===== config.mk =====
export PLATFORM = sky130hd
export DESIGN_NAME = dom_stream_sequencer_flat
export DESIGN_NICKNAME = d
export VERILOG_FILES = /design/src/rtl/dom_stream_sequencer_if.sv /design/src/rtl/dom_stream_sequencer.sv /design/src/flat_wrapper.sv
export SDC_FILE = /design/constraint.sdc
export NUM_CORES = 1
export LEC_CHECK = 0
export ABC_CLOCK_PERIOD_IN_PS = 6700
export CAP_MARGIN = 30
export CORE_AREA = 2 2 77 79
export DETAILED_ROUTE_END_ITERATION = 8
export DIE_AREA = 0 0 79 81
export PLACE_DENSITY_LB_ADDON = 0.1
export SLEW_MARGIN = 20
export SYNTH_ARGS = -nofsm -noshare
export SYNTH_HDL_FRONTEND = slang
export SYNTH_SLANG_ARGS = --single-unit

===== constraint.sdc =====
create_clock -name clock -period 6.7 [get_ports clock]
set_clock_uncertainty 0.2 [all_clocks]
set_input_delay 1.005 -clock clock [delete_from_list [all_inputs] [get_ports clock]]
set_output_delay 1.005 -clock clock [all_outputs]
set_load 0.01 [all_outputs]

===== src/rtl/dom_stream_sequencer_if.sv =====
// Signal bundle between the character source, the tag parser and the layout stage
// on one side and dom_stream_sequencer on the other.
interface dom_stream_sequencer_if #(
    parameter int DEPTH_W = 4,
    parameter int TAG_W   = 3,
    parameter int ATTR_W  = 4
);
    // Both streams (in_* and ev_*) use strict valid/ready: a beat moves on a rising
    // clock edge where valid && ready; valid never waits on ready, and payload holds
    // while valid is high and ready is low.
    logic [7:0]         in_char;
    logic               in_valid;
    logic               in_ready;
    logic               restart;

    logic               ep_enable;
    logic [7:0]         ep_char;
    logic [TAG_W-1:0]   ep_tag;
    logic               ep_closing;
    logic               ep_has_attr;

    logic               ev_valid;
    logic               ev_ready;
    logic [1:0]         ev_type;
    logic [TAG_W-1:0]   ev_tag;
    logic [7:0]         ev_char;
    logic [DEPTH_W-1:0] ev_depth;
    logic [ATTR_W-1:0]  ev_attrs;

    logic [DEPTH_W-1:0] depth;
    logic               error;
    logic               doc_done;
    logic [1:0]         dbg_state;

    modport master (
        input  in_char, in_valid, restart, ep_tag, ep_closing, ep_has_attr, ev_ready,
        output in_ready, ep_enable, ep_char, ev_valid, ev_type, ev_tag, ev_char,
               ev_depth, ev_attrs, depth, error, doc_done, dbg_state
    );

    modport slave (
        output in_char, in_valid, restart, ep_tag, ep_closing, ep_has_attr, ev_ready,
        input  in_ready, ep_enable, ep_char, ev_valid, ev_type, ev_tag, ev_char,
               ev_depth, ev_attrs, depth, error, doc_done, dbg_state
    );
endinterface


===== src/rtl/dom_stream_sequencer.sv =====
// Splits a document character stream into markup and text, gates the tag parser,
// matches open/close tags on a stack and emits one registered event per boundary.
module dom_stream_sequencer #(
    parameter int DEPTH   = 8,
    parameter int DEPTH_W = 4,
    parameter int TAG_W   = 3,
    parameter int ATTR_W  = 4
) (
    input  logic                   clock,
    input  logic                   reset_n,
    dom_stream_sequencer_if.master bus
);
    localparam int IDX_W = (DEPTH > 1) ? $clog2(DEPTH) : 1;
    localparam logic [DEPTH_W-1:0] DEPTH_MAX = DEPTH_W'(DEPTH);
    localparam logic [7:0] CH_LT = 8'h3C;
    localparam logic [7:0] CH_GT = 8'h3E;
    localparam logic [1:0] EV_OPEN  = 2'd0;
    localparam logic [1:0] EV_CLOSE = 2'd1;
    localparam logic [1:0] EV_TEXT  = 2'd2;
    localparam logic [1:0] EV_ERROR = 2'd3;

    typedef enum logic [1:0] {
        S_TEXT  = 2'd0,
        S_TAG   = 2'd1,
        S_ERROR = 2'd2
    } state_t;

    state_t             state_q, state_d;
    logic [DEPTH_W-1:0] depth_q, depth_d;
    logic [ATTR_W-1:0]  attr_q, attr_d, attr_cnt;
    logic               error_q, error_d;
    logic               doc_done_q, doc_done_d;
    logic [TAG_W-1:0]   stack_q [DEPTH];

    logic               ev_valid_q, ev_valid_d;
    logic [1:0]         ev_type_q, ev_type_d;
    logic [TAG_W-1:0]   ev_tag_q, ev_tag_d;
    logic [7:0]         ev_char_q, ev_char_d;
    logic [DEPTH_W-1:0] ev_depth_q, ev_depth_d;
    logic [ATTR_W-1:0]  ev_attrs_q, ev_attrs_d;

    logic               xfer, is_lt, is_gt, tag_err;
    logic               push, pop, err_set, attr_clr, ev_load;
    logic [IDX_W-1:0]   top_idx, push_idx;
    logic [TAG_W-1:0]   top_tag;
    logic [1:0]         ev_type_n;
    logic [TAG_W-1:0]   ev_tag_n;
    logic [7:0]         ev_char_n;
    logic [DEPTH_W-1:0] ev_depth_n;
    logic [ATTR_W-1:0]  ev_attrs_n;

    assign bus.in_ready = !ev_valid_q || bus.ev_ready;
    assign xfer         = bus.in_valid && bus.in_ready;
    assign is_lt        = (bus.in_char == CH_LT);
    assign is_gt        = (bus.in_char == CH_GT);

    assign top_idx  = IDX_W'(depth_q - DEPTH_W'(1));
    assign push_idx = IDX_W'(depth_q);
    assign top_tag  = stack_q[top_idx];

    // top_tag is garbage at depth 0, but the depth test masks it.
    assign tag_err = bus.ep_closing ? ((depth_q == '0) || (top_tag != bus.ep_tag))
                                    : (depth_q == DEPTH_MAX);

    // An attribute pulse coinciding with '>' is already folded in here.
    assign attr_cnt = (bus.ep_has_attr && (attr_q != '1)) ? attr_q + ATTR_W'(1) : attr_q;

    // FSM: state register
    always_ff @(posedge clock or negedge reset_n) begin
        if (!reset_n) state_q <= S_TEXT;
        else          state_q <= state_d;
    end

    // FSM: next state
    always_comb begin
        state_d = state_q;
        if (bus.restart) begin
            state_d = S_TEXT;
        end else if (xfer) begin
            case (state_q)
                S_TEXT:  if (is_lt) state_d = S_TAG;
                S_TAG:   if (is_gt) state_d = tag_err ? S_ERROR : S_TEXT;
                default: state_d = state_q;
            endcase
        end
    end

    // FSM: outputs and per-character actions
    always_comb begin
        bus.ep_enable = (state_q == S_TAG);
        bus.ep_char   = 8'h00;
        push       = 1'b0;
        pop        = 1'b0;
        err_set    = 1'b0;
        attr_clr   = 1'b0;
        ev_load    = 1'b0;
        ev_type_n  = EV_OPEN;
        ev_tag_n   = '0;
        ev_char_n  = 8'h00;
        ev_depth_n = depth_q;
        ev_attrs_n = '0;
        if (xfer && state_q == S_TAG) bus.ep_char = bus.in_char;
        if (xfer && !bus.restart) begin
            case (state_q)
                S_TEXT: begin
                    if (is_lt) begin
                        attr_clr = 1'b1;
                    end else if (depth_q != '0) begin
                        ev_load   = 1'b1;
                        ev_type_n = EV_TEXT;
                        ev_char_n = bus.in_char;
                    end
                end
                S_TAG: begin
                    if (is_gt) begin
                        ev_load = 1'b1;
                        if (tag_err) begin
                            err_set   = 1'b1;
                            ev_type_n = EV_ERROR;
                            ev_tag_n  = bus.ep_closing ? bus.ep_tag : '0;
                        end else if (!bus.ep_closing) begin
                            push       = 1'b1;
                            ev_type_n  = EV_OPEN;
                            ev_tag_n   = bus.ep_tag;
                            ev_depth_n = depth_q + DEPTH_W'(1);
                            ev_attrs_n = attr_cnt;
                        end else begin
                            pop        = 1'b1;
                            ev_type_n  = EV_CLOSE;
                            ev_tag_n   = bus.ep_tag;
                            ev_depth_n = depth_q - DEPTH_W'(1);
                        end
                    end
                end
                default: ;
            endcase
        end
    end

    // Datapath next values
    always_comb begin
        depth_d    = depth_q;
        attr_d     = attr_q;
        error_d    = error_q;
        doc_done_d = 1'b0;
        ev_valid_d = ev_valid_q;
        ev_type_d  = ev_type_q;
        ev_tag_d   = ev_tag_q;
        ev_char_d  = ev_char_q;
        ev_depth_d = ev_depth_q;
        ev_attrs_d = ev_attrs_q;
        if (bus.restart) begin
            depth_d = '0;
            attr_d  = '0;
            error_d = 1'b0;
        end else begin
            if (push)     depth_d = depth_q + DEPTH_W'(1);
            else if (pop) depth_d = depth_q - DEPTH_W'(1);
            if (err_set)  error_d = 1'b1;
            if (state_q == S_TAG) attr_d = attr_cnt;
            else if (attr_clr)    attr_d = '0;
        end
        // A pending event survives restart; only the consumer clears it.
        if (ev_load) begin
            ev_valid_d = 1'b1;
            ev_type_d  = ev_type_n;
            ev_tag_d   = ev_tag_n;
            ev_char_d  = ev_char_n;
            ev_depth_d = ev_depth_n;
            ev_attrs_d = ev_attrs_n;
            doc_done_d = pop && (depth_q == DEPTH_W'(1));
        end else if (bus.ev_ready) begin
            ev_valid_d = 1'b0;
        end
    end

    always_ff @(posedge clock or negedge reset_n) begin
        if (!reset_n) begin
            depth_q    <= '0;
            attr_q     <= '0;
            error_q    <= 1'b0;
            doc_done_q <= 1'b0;
            ev_valid_q <= 1'b0;
            ev_type_q  <= 2'd0;
            ev_tag_q   <= '0;
            ev_char_q  <= 8'h00;
            ev_depth_q <= '0;
            ev_attrs_q <= '0;
        end else begin
            depth_q    <= depth_d;
            attr_q     <= attr_d;
            error_q    <= error_d;
            doc_done_q <= doc_done_d;
            ev_valid_q <= ev_valid_d;
            ev_type_q  <= ev_type_d;
            ev_tag_q   <= ev_tag_d;
            ev_char_q  <= ev_char_d;
            ev_depth_q <= ev_depth_d;
            ev_attrs_q <= ev_attrs_d;
        end
    end

    // Stack contents need no reset: depth alone decides which entries are live.
    always_ff @(posedge clock) begin
        if (push) stack_q[push_idx] <= bus.ep_tag;
    end

    assign bus.ev_valid  = ev_valid_q;
    assign bus.ev_type   = ev_type_q;
    assign bus.ev_tag    = ev_tag_q;
    assign bus.ev_char   = ev_char_q;
    assign bus.ev_depth  = ev_depth_q;
    assign bus.ev_attrs  = ev_attrs_q;
    assign bus.depth     = depth_q;
    assign bus.error     = error_q;
    assign bus.doc_done  = doc_done_q;
    assign bus.dbg_state = state_q;
endmodule

===== src/flat_wrapper.sv =====
// flat-port wrapper written by rule: the top's interface ports become plain ports
module dom_stream_sequencer_flat 
#(
    parameter int DEPTH   = 8,
    parameter int DEPTH_W = 4,
    parameter int TAG_W   = 3,
    parameter int ATTR_W  = 4
)
  (clock, reset_n, bus_in_char, bus_in_valid, bus_restart, bus_ep_tag, bus_ep_closing, bus_ep_has_attr, bus_ev_ready, bus_in_ready, bus_ep_enable, bus_ep_char, bus_ev_valid, bus_ev_type, bus_ev_tag, bus_ev_char, bus_ev_depth, bus_ev_attrs, bus_depth, bus_error, bus_doc_done, bus_dbg_state);
  dom_stream_sequencer_if #(.DEPTH_W(DEPTH_W), .TAG_W(TAG_W), .ATTR_W(ATTR_W)) bus_i ();
  input  logic clock;
  input  logic reset_n;
  input wire logic [$bits(bus_i.in_char)-1:0] bus_in_char;
  input wire logic [$bits(bus_i.in_valid)-1:0] bus_in_valid;
  input wire logic [$bits(bus_i.restart)-1:0] bus_restart;
  input wire logic [$bits(bus_i.ep_tag)-1:0] bus_ep_tag;
  input wire logic [$bits(bus_i.ep_closing)-1:0] bus_ep_closing;
  input wire logic [$bits(bus_i.ep_has_attr)-1:0] bus_ep_has_attr;
  input wire logic [$bits(bus_i.ev_ready)-1:0] bus_ev_ready;
  output wire logic [$bits(bus_i.in_ready)-1:0] bus_in_ready;
  output wire logic [$bits(bus_i.ep_enable)-1:0] bus_ep_enable;
  output wire logic [$bits(bus_i.ep_char)-1:0] bus_ep_char;
  output wire logic [$bits(bus_i.ev_valid)-1:0] bus_ev_valid;
  output wire logic [$bits(bus_i.ev_type)-1:0] bus_ev_type;
  output wire logic [$bits(bus_i.ev_tag)-1:0] bus_ev_tag;
  output wire logic [$bits(bus_i.ev_char)-1:0] bus_ev_char;
  output wire logic [$bits(bus_i.ev_depth)-1:0] bus_ev_depth;
  output wire logic [$bits(bus_i.ev_attrs)-1:0] bus_ev_attrs;
  output wire logic [$bits(bus_i.depth)-1:0] bus_depth;
  output wire logic [$bits(bus_i.error)-1:0] bus_error;
  output wire logic [$bits(bus_i.doc_done)-1:0] bus_doc_done;
  output wire logic [$bits(bus_i.dbg_state)-1:0] bus_dbg_state;
  assign bus_i.in_char = bus_in_char;
  assign bus_i.in_valid = bus_in_valid;
  assign bus_i.restart = bus_restart;
  assign bus_i.ep_tag = bus_ep_tag;
  assign bus_i.ep_closing = bus_ep_closing;
  assign bus_i.ep_has_attr = bus_ep_has_attr;
  assign bus_i.ev_ready = bus_ev_ready;
  assign bus_in_ready = bus_i.in_ready;
  assign bus_ep_enable = bus_i.ep_enable;
  assign bus_ep_char = bus_i.ep_char;
  assign bus_ev_valid = bus_i.ev_valid;
  assign bus_ev_type = bus_i.ev_type;
  assign bus_ev_tag = bus_i.ev_tag;
  assign bus_ev_char = bus_i.ev_char;
  assign bus_ev_depth = bus_i.ev_depth;
  assign bus_ev_attrs = bus_i.ev_attrs;
  assign bus_depth = bus_i.depth;
  assign bus_error = bus_i.error;
  assign bus_doc_done = bus_i.doc_done;
  assign bus_dbg_state = bus_i.dbg_state;
  dom_stream_sequencer #(.DEPTH(DEPTH), .DEPTH_W(DEPTH_W), .TAG_W(TAG_W), .ATTR_W(ATTR_W)) u_core (.clock(clock), .reset_n(reset_n), .bus(bus_i));
endmodule

==> results.sh <==
export IMPL_ctsRootBufferMaster="clkbuf_8"
export IMPL_yosys_warnings=0
export IMPL_synth_area_um2=3030
export IMPL_power_density_nw_per_um2=204
export IMPL_cts_buffer_depth=2
export IMPL_cp_start_kind="input port"
export IMPL_netlist_top_cell_by_area="dfrtp_1"
export IMPL_drc_errors=0
export IMPL_hold_viol=0
export IMPL_max_freq_mhz=259
export IMPL_grt_total_usage=0.242
export IMPL_htreeDepth=3
export IMPL_multi_input_area_um2=1340
export IMPL_fin_cells=410
export IMPL_synthTopCellsByArea="dfrtp_1 (28%), edfxtp_1 (24%), mux2i_1 (4.3%)"
export IMPL_setup_viol=0
export IMPL_layout_drive_gt1_share=0.116
export IMPL_cap_violations=0
export IMPL_ys_seq_area_frac=0.519
export IMPL_drtAntennaViolNets=0
export IMPL_grt_max_degree=35
export IMPL_routabilityCongestion=0.845
export IMPL_fin_crit_sh=0.576
export IMPL_cp_num_buf_inv=1
export IMPL_synth_fa_ha_area_frac=0.0165
export IMPL_synth_common_cells="dfrtp_1 (34), edfxtp_1 (24), nor2_1 (23), nand2_1 (21), o21ai_0 (14)"
export IMPL_dp_cells=393
export IMPL_critical_path_arrival_ns=3.65
export IMPL_critPathTopFamily="simple AND/OR/NAND/NOR gates"
export IMPL_rsz0062_at_grt="false"
export IMPL_grt_pass1_wl_um=11700
export IMPL_synthCells=271
export IMPL_ios=58
export IMPL_drtPass1Iterations=4
export IMPL_clk_pin_slew_worst_paths_ns=0.06
export IMPL_status="finished clean"
export IMPL_p_leak_uw=0.00151
export IMPL_drt_total_wl_um=7230
export IMPL_core_area_um2=5680
export IMPL_synth_compound_area_share=0.155
export IMPL_post_cts_resized=0
export IMPL_gr_total_overflow=0
export IMPL_grt_pass1_vias=2390
export IMPL_synth_edf_count=24
export IMPL_numPortBuffers=57
export IMPL_fp_dieH_um=81
export IMPL_cp_required_ns=6.49
export IMPL_synth_most_common_cell="dfrtp_1"
export IMPL_die_area_um2=6400
export IMPL_hpwl_um=5060
export IMPL_cts_setup_buffers=0
export IMPL_cp_max_fo=9
export IMPL_ctsHoldBuffers=0
export IMPL_peakVddDrop_mv=0.154
export IMPL_hold_path_class="flop to flop"
export IMPL_syn_num_nets=293
export IMPL_drv_slew=0
export IMPL_viasPerCell=5.83
export IMPL_async_reset_ff_frac=0.586
export IMPL_n_antenna_cell=0
export IMPL_cts_sinks=58
export IMPL_start_util=0.534
export IMPL_crit_top_cell="nand2_1"
export IMPL_syn_area_per_cell_um2=11.2
export IMPL_via_count=2390
export IMPL_netlist_area_leader_share=0.281
export IMPL_synthDistinctLibCells=57
export IMPL_die_w_um=79
export IMPL_nNetsFinal=352
export IMPL_rows=28
export IMPL_regArea_um2=1570
export IMPL_cts_buffers=9
export IMPL_tns_ns=0
export IMPL_synthXorXnorAreaFrac=0.0169
export IMPL_yosys_area_share_simple=0.171
export IMPL_path_class="input port to flop"
export IMPL_cp_slowest_stage_delay_ns=0.50
export IMPL_synth_top_family_by_area="simple AND/OR/NAND/NOR gates"
export IMPL_area_growth_pct=28.6
export IMPL_tightest_slew_ns=0.668
export IMPL_synth_mux_area_frac=0.0814
export IMPL_synthFlopType="dfrtp_1"
export IMPL_antenna_found_initial=0
export IMPL_slowest_stage="clkdlybuf4s50_1"
export IMPL_endpoint_kind="flop"
export IMPL_finalPower_uw=796
export IMPL_min_period_ns=3.86
export IMPL_tritoncts="built"
export IMPL_relSlewSlack=0.552
export IMPL_yosys_register_bits=58
export IMPL_worstPathCellList="clkdlybuf4s50_1, nand2_1, nor4_1, and3_1, nand3_1, nor2_1, nand2_1, nor3_1"
export IMPL_first_iter_violations=133
export IMPL_nFillCells=470
export IMPL_clkLatencyLatePin_ns=0.33
export IMPL_avgRoutedWirePerCell_um=17.6
[cell usage in the layout, fill, tap and decap left out, types with 4 or more instances in the layout]
master / instances
nand2b_1: 5
mux2i_1: 13
clkdlybuf4s50_1: 57
a21oi_1: 7
nor3_1: 9
clkbuf_8: 9
ha_1: 4
nor2_1: 23
o21ai_0: 14
edfxtp_1: 24
a22o_1: 11
inv_1: 12
and3_1: 4
mux2_2: 7
nand3_1: 6
nor3b_1: 5
buf_4: 5
nand2_1: 21
nand4_1: 4
and2_1: 8
dfrtp_1: 34
[per-layer routing]
metal / track usage / routed length, um
met1: 0.304 / 3020
met2: 0.416 / 3750
met3: 0.0367 / 366
met4: 0.107 / 92
met5: 0 / 0
[worst reg2reg max path, stage by stage, from the launching register on]
cell	delay, ns
dfrtp_1	0.55
inv_1	0.23
ha_1	0.29
xnor2_2	0.55
mux2_2	0.41
and3_1	0.18
a311oi_2	0.35
a41oi_4	0.29
nor4b_1	0.49
o21ba_2	0.21
[where the power goes]
part / switching [uW] / total (uW) / internal [uW] / leakage (uW)
Combinational: 20.9 / 39.8 / 18.8 / 0.000709
Sequential: 1.32 / 374 / 373 / 0.000681
Clock: 137 / 383 / 245 / 0.000120
Total: 160 / 796 / 637 / 0.00151
[logic make-up (layout without fill, tap and decap cells)]
group / after synthesis / in the layout
xor+xnor: 5 / 5
flops: 58 / 58
mux: 22 / 22
fa+ha+maj: 4 / 4
simple gates: 98 / 98
buf+inv: 26 / 90
compound gates: 58 / 58
[per-stage QoR]
| stage | utilization | setup WS, ns | hold slack (ns) | instance area, um^2 |
|---|---|---|---|---|
| finish | 0.686 | 2.84 | 0.299 | 3890 |
| global route | 0.686 | 2.51 | 0.326 | 3890 |
| global placement | 0.644 | 2.57 | 0.282 | 3650 |
| detailed placement | 0.644 | 2.49 | 0.281 | 3650 |
| CTS | 0.685 | 2.83 | 0.303 | 3890 |
| floorplan | - | 3.13 | 0.298 | 3030 |
[cell type report]
type	count	share of cell area
Sequential cell	58	0.403
Timing Repair Buffer	62	0.156
Tap cell	75	0.0241
Inverter	12	0.0116
Multi-Input combinational cell	187	0.345
Clock inverter	6	0.0270
Clock buffer	10	0.0328
[worst paths after layout]
| path | from | endpoint | slack (ns) | cells past startpoint |
|---|---|---|---|---|
| worst max-delay path | bus_in_char[5] | u_core.stack_q[2][2] | 2.84 | 8 |
| worst min-delay path | u_core.bus.ev_attrs[3] | u_core.bus.ev_attrs[3] | 0.30 | 2 |
| worst max register to register | u_core.bus.depth[1] | u_core.bus.depth[3] | 2.89 | 9 |
| worst min register to register | u_core.bus.ev_attrs[3] | u_core.bus.ev_attrs[3] | 0.30 | 2 |
| max in group asynchronous | reset_n | u_core.bus.ev_depth[0] | 5.10 | 2 |
| min in group asynchronous | reset_n | u_core.bus.doc_done | 0.87 | 2 |
[flip-flops by register name, indices dropped and copies added, names as in the netlist]
signal                cells
u_core.attr_q             4
u_core.bus.dbg_state      2
u_core.bus.depth          4
u_core.bus.doc_done       1
u_core.bus.error          1
u_core.bus.ev_attrs       4
u_core.bus.ev_char        8
u_core.bus.ev_depth       4
u_core.bus.ev_tag         3
u_core.bus.ev_type        2
u_core.bus.ev_valid       1
u_core.stack_q           24
Note: power is estimated with default switching activity, not from simulation.
==> variant 1: new RTL, same flow settings <==
`ATTR_W` is set to 4 in 3 places; all go to 3.
--- a/src/rtl/dom_stream_sequencer_if.sv
+++ b/src/rtl/dom_stream_sequencer_if.sv
@@ -3,7 +3,7 @@
 interface dom_stream_sequencer_if #(
     parameter int DEPTH_W = 4,
     parameter int TAG_W   = 3,
-    parameter int ATTR_W  = 4
+    parameter int ATTR_W  = 3
 );
     // Both streams (in_* and ev_*) use strict valid/ready: a beat moves on a rising
     // clock edge where valid && ready; valid never waits on ready, and payload holds
--- a/src/rtl/dom_stream_sequencer.sv
+++ b/src/rtl/dom_stream_sequencer.sv
@@ -4,7 +4,7 @@
     parameter int DEPTH   = 8,
     parameter int DEPTH_W = 4,
     parameter int TAG_W   = 3,
-    parameter int ATTR_W  = 4
+    parameter int ATTR_W  = 3
 ) (
     input  logic                   clock,
     input  logic                   reset_n,
--- a/src/flat_wrapper.sv
+++ b/src/flat_wrapper.sv
@@ -4,7 +4,7 @@
     parameter int DEPTH   = 8,
     parameter int DEPTH_W = 4,
     parameter int TAG_W   = 3,
-    parameter int ATTR_W  = 4
+    parameter int ATTR_W  = 3
 )
   (clock, reset_n, bus_in_char, bus_in_valid, bus_restart, bus_ep_tag, bus_ep_closing, bus_ep_has_attr, bus_ev_ready, bus_in_ready, bus_ep_enable, bus_ep_char, bus_ev_valid, bus_ev_type, bus_ev_tag, bus_ev_char, bus_ev_depth, bus_ev_attrs, bus_depth, bus_error, bus_doc_done, bus_dbg_state);
   dom_stream_sequencer_if #(.DEPTH_W(DEPTH_W), .TAG_W(TAG_W), .ATTR_W(ATTR_W)) bus_i ();
Ports: changed (resized bus_ev_attrs); port bits go from 58 to 57. No check against the original RTL was run, so the function may have changed too.
==> variant 1 against the original RTL <==
- area after synthesis is 12% lower
- non-clock buffer count fell by 4
- routed wire length fell by 20%
- critical path type is now input port to output pin
- setup slack got worse by 250 ps
- die area did not move
- sequential cell count is 2 lower
- fmax fell by 6.1%
- clock power shrank 44%
- combinational power grew 2%
- global-route usage down 5.1 points
- critical path depth decreased by 2
- design area fell by 13%
- power fell by 22%
- via count fell by 17%
==> variant 1: results (changes against the original RTL) <==
| Metric | Value |
|---|---|
| Post-DP HPWL | `4100 um (-19%)` |
| Clock buffers | `6 (-4)` |
| Vias in the first global route | `1851 (-23%)` |
| Worst reg-to-reg setup slack | `2790 ps (-100 ps)` |
| Multi-input gate count | `154 (-18%)` |
| Synth cell types | `42 (-26%)` |
| Nets | `309 (-12%)` |
| Rel. slew slack | `45.3% (-10 points)` |
| DRT Wirelength | `5780 um (-20%)` |
| First-pass GRT wire length | `9400 um (-19%)` |
| Leakage | `0.00129 uW (-14%)` |
| Worst EP arrival | `2910 ps (-740 ps)` |
| Hold worst-path end | `u_core.bus.ev_attrs[1]` |
| Reg-to-Reg Start | `u_core.bus.depth[0]` |
| Share of layout cells above drive strength 1 | `5.92% (-5.7 points)` |
| Crit path max fanout | `8 (-1)` |
| FFs w/ async S/R, synth | `57.1% (-1.5 points)` |
| GRT Overall Usage | `19.1% (-5.1 points)` |
| Power Density | `182 mW/mm2 (-11%)` |
| Worst hold start | `u_core.bus.ev_attrs[1]` |
| Outcome | `complete, no violations` |
| Num CTS Buffers | `5 (-4)` |
| Cells after Synth | `232 (-14%)` |
| Area of the multi-input gates | `0.00106 mm2 (-21%)` |
| Clock-cell share | `3.17% (-2.8 points)` |
| DR vias/cell | `5.51 (-5.6%)` |
| CTS clock-pin slew for the worst setup and hold paths | `90 ps (+30 ps)` |
| Fill cells | `498 (+6.0%)` |
| Reg2reg path depth | `8 (-1)` |
| Port Buf Inserts | `56 (-1.8%)` |
| Worst vdd ir | `0.101 mV (-35%)` |
| Post-synth top cells | `dfrtp_1 (32), nand2_1 (32), edfxtp_1 (24), a21oi_1 (12)` |
| Buffering overhead | `16.9% (+1.3 points)` |
| DR vias | `1993 (-17%)` |
| Register area share after synthesis | `57.1% (+5.2 points)` |
| Length of the first detailed-routing pass in iterations | `5 (+1)` |
| Crit path launch | `bus_ev_ready` |
| CP max stage delay | `540 ps (+40 ps)` |
| Sw frac | `20.7% (+0.66 points)` |
| Seq area share | `44.8% (+4.4 points)` |
| Ranking of synthesized cells by area | `dfrtp_1 (30%), edfxtp_1 (27%), mux4_2 (5.1%)` |
| GP Congestion | `0.884 (+4.6%)` |
| Bufs w/o clock | `58 (-6.5%)` |
| # placed instances | `354 (-9.9%)` |
| Combinational Power | `40.6 uW (+2%)` |
[variant 1: cell count changes after synthesis, moves of 5 or more]
cell     before  now
mux2_2        7    0
nor2_1       23   11
mux4_2        1    6
xnor2_1       2    7
nor3_1        9    3
a21oi_1       7   12
o21ai_1       0    8
mux2i_1      13    5
a22o_1       11    3
nor3b_1       5    0
nand2_1      21   32
[variant 1: cells by family (layout without fill, tap and decap cells)]
| group | Yosys count | in the layout | synth area share [%] |
|---|---|---|---|
| buffers and inverters | 22 | 77 | 3.38 |
| DFF | 56 | 56 | 57.1 |
| xor gates and xnor gates | 9 | 9 | 2.96 |
| AOI/OAI and AO/OA | 49 | 49 | 12.2 |
| muxes | 11 | 11 | 6.95 |
| and+or+nand+nor | 80 | 80 | 15.1 |
| adders and majority gates | 5 | 5 | 2.35 |
[variant 1: routing by layer]
metal	track usage, %	vias up	wire [um]
met3	4.44	5	284
li1	-	955	-
met4	4.66	0	56
met5	0	-	0
met2	29.1	51	2570
met1	28.0	982	2870
==> variant 2: new RTL, same settings <==
Made on the original files. Reset style: synchronous (`reset_n`), changed in 2 clocked blocks.
--- a/src/rtl/dom_stream_sequencer.sv
+++ b/src/rtl/dom_stream_sequencer.sv
@@ -66,7 +66,7 @@
     assign attr_cnt = (bus.ep_has_attr && (attr_q != '1)) ? attr_q + ATTR_W'(1) : attr_q;
 
     // FSM: state register
-    always_ff @(posedge clock or negedge reset_n) begin
+    always_ff @(posedge clock) begin
         if (!reset_n) state_q <= S_TEXT;
         else          state_q <= state_d;
     end
@@ -174,7 +174,7 @@
         end
     end
 
-    always_ff @(posedge clock or negedge reset_n) begin
+    always_ff @(posedge clock) begin
         if (!reset_n) begin
             depth_q    <= '0;
             attr_q     <= '0;
Behaviour: differs if reset_n is asserted again (counterexample within 4 cycles, from zero or initial values and one cycle with reset_n low); with reset_n held inactive, the same outputs for 4 cycles.
==> variant 2 against the original RTL <==
- area after synthesis is 9.0% lower
- cell count shrank 2.0%
- sequential cell count did not move
- clock power about the same
- global-route usage decreased by 2.8 points
- routed wire length decreased by 11%
- design area decreased by 7.0%
- setup slack worse by 330 ps
- power decreased by 2.5%
==> variant 2: results (changes against the original RTL) <==
| Metric | Value |
|---|---|
| Outcome | `complete, no violations` |
| CTS H-tree depth | `3 (unchanged)` |
| Post-DP HPWL | `4510 um (-11%)` |
| Ranking of synthesized cells by area | `edfxtp_1 (26%), dfxtp_1 (25%), mux4_2 (4.9%)` |
| FFs w/ async S/R, synth | `0% (-59 points)` |
| Post-CTS Setup Bufs | `0 (unchanged)` |
| Vias in the first global route | `2177 (-8.9%)` |
| First-pass GRT wire length | `10300 um (-11%)` |
| DRT Wirelength | `6460 um (-11%)` |
| Crit path max fanout | `8 (-1)` |
| Top FF cell, synth | `dfxtp_1` |
| Share of layout cells above drive strength 1 | `9.48% (-2.2 points)` |
| Worst vdd ir | `0.210 mV (+36%)` |
| ANT cells | `0 (unchanged)` |
| Crit path launch | `bus_ev_ready` |
| Syn nets | `287 (-2.0%)` |
| Reg2reg path depth | `8 (-1)` |
| Reg-to-Reg Start | `u_core.bus.depth[0]` |
| CP max stage delay | `540 ps (+40 ps)` |
| Synth cell types | `52 (-8.8%)` |
| Register area share after synthesis | `50.8% (-1.1 points)` |
| DR vias | `2259 (-5.5%)` |
| Rel. slew slack | `44.3% (-11 points)` |
| Largest net degree at the start of global routing | `26 (-26%)` |
| GP Congestion | `0.868 (+2.7%)` |
| Initial drt markers | `214 (+61%)` |
| GRT Overall Usage | `21.4% (-2.8 points)` |
| Nets | `344 (-2.3%)` |
| Placed inst area | `0.00339 mm2 (-7.3%)` |
| Worst-Skew Late Latency | `340 ps` |
| Worst setup path end | `bus_ep_char[1]` |
| Leakage | `0.00119 uW (-21%)` |
| Worst R2R End | `u_core.bus.ev_attrs[1]` |
| Length of the first detailed-routing pass in iterations | `5 (+1)` |
| Post-synth top cells | `dfxtp_1 (34), nand2_1 (27), edfxtp_1 (24), nor2_1 (18), a21oi_1 (15)` |
==> variant 2: cell count changes after synthesis, moves of 6 or more <==
cell     before  now
a21oi_1       7   15
a22o_1       11    0
a22oi_1       2   11
and2_1        8   14
dfrtp_1      34    0
dfxtp_1       0   34
inv_1        12    5
mux2_2        7    1
mux2i_1      13    5
nand2_1      21   27
nor2b_1       3   14
o21ai_0      14    4
==> variant 2: critical path: cells and delay by family <==
family / cells / cell delay, ps
buffers and inverters: 3 / 1080
and+or+nand+nor: 4 / 910
==> variant 2: final cells by class <==
cell class / instances / area, um2
fillers: 497 / 2050
flip-flops and latches: 58 / 1400
multi-input cells: 189 / 1280
repair buffers: 59 / 589
clock buffers: 11 / 131
clock inverters: 5 / 103
well taps: 75 / 93.8
inverters: 5 / 18.8
==> variant 2: per-layer routing <==
metal	global-route usage, %	up-vias	wire length [um]
met3	7.56	7	454
li1	-	1100	-
met2	33.7	90	3030
met4	6.72	0	75
met5	0	-	0
met1	27.8	1062	2910
==> variant 2: through the flow <==
| stage | setup slack [ps] | instances | utilization (%) | hold slack [ps] | power [uW] |
|---|---|---|---|---|---|
| 2_1_floorplan | 3320 | 265 | - | 258 | 385 |
| 3_3_place_gp | 2520 | 385 | 59.5 | 256 | 402 |
| 6_report | 2500 | 402 | 63.8 | 278 | 777 |
| 3_5_place_dp | 2500 | 386 | 59.7 | 269 | 402 |
| 4_1_cts | 2490 | 402 | 63.8 | 284 | 782 |
| 5_1_grt | 2310 | 402 | 63.8 | 308 | 800 |
==> variant 2: how the worst min path moves through the flow <==
stage                                         to  depth (start not counted)                    from  slack, ps
after floorplan                 u_core.attr_q[1]                          2        u_core.attr_q[1]        260
after global placement          u_core.bus.error                          2        u_core.bus.error        260
after detailed placement        u_core.bus.error                          2        u_core.bus.error        270
after CTS                       u_core.bus.error                          2        u_core.bus.error        280
after global routing            u_core.bus.error                          2        u_core.bus.error        310
final                     u_core.bus.ev_depth[2]                          2  u_core.bus.ev_depth[2]        280
==> variant 2: kinds of logic after synthesis <==
kind of cell / Yosys count / share of synthesized area (%)
AND/OR/NAND/NOR: 113 / 22.1
flip-flops: 58 / 50.8
AO/OA/AOI/OAI: 54 / 13.4
buffers and inverters: 18 / 2.77
multiplexers: 12 / 7.13
XOR/XNOR: 6 / 1.91
adder cells (fa/ha/maj): 4 / 1.82
==> variant 2: power breakdown <==
part / leakage (uW) / internal [uW] / switching, uW
Clock: 0.000114 / 247 / 135
Sequential: 0.000489 / 367 / 0.0104
Combinational: 0.000584 / 12.5 / 14.9
Total: 0.00119 / 626 / 150
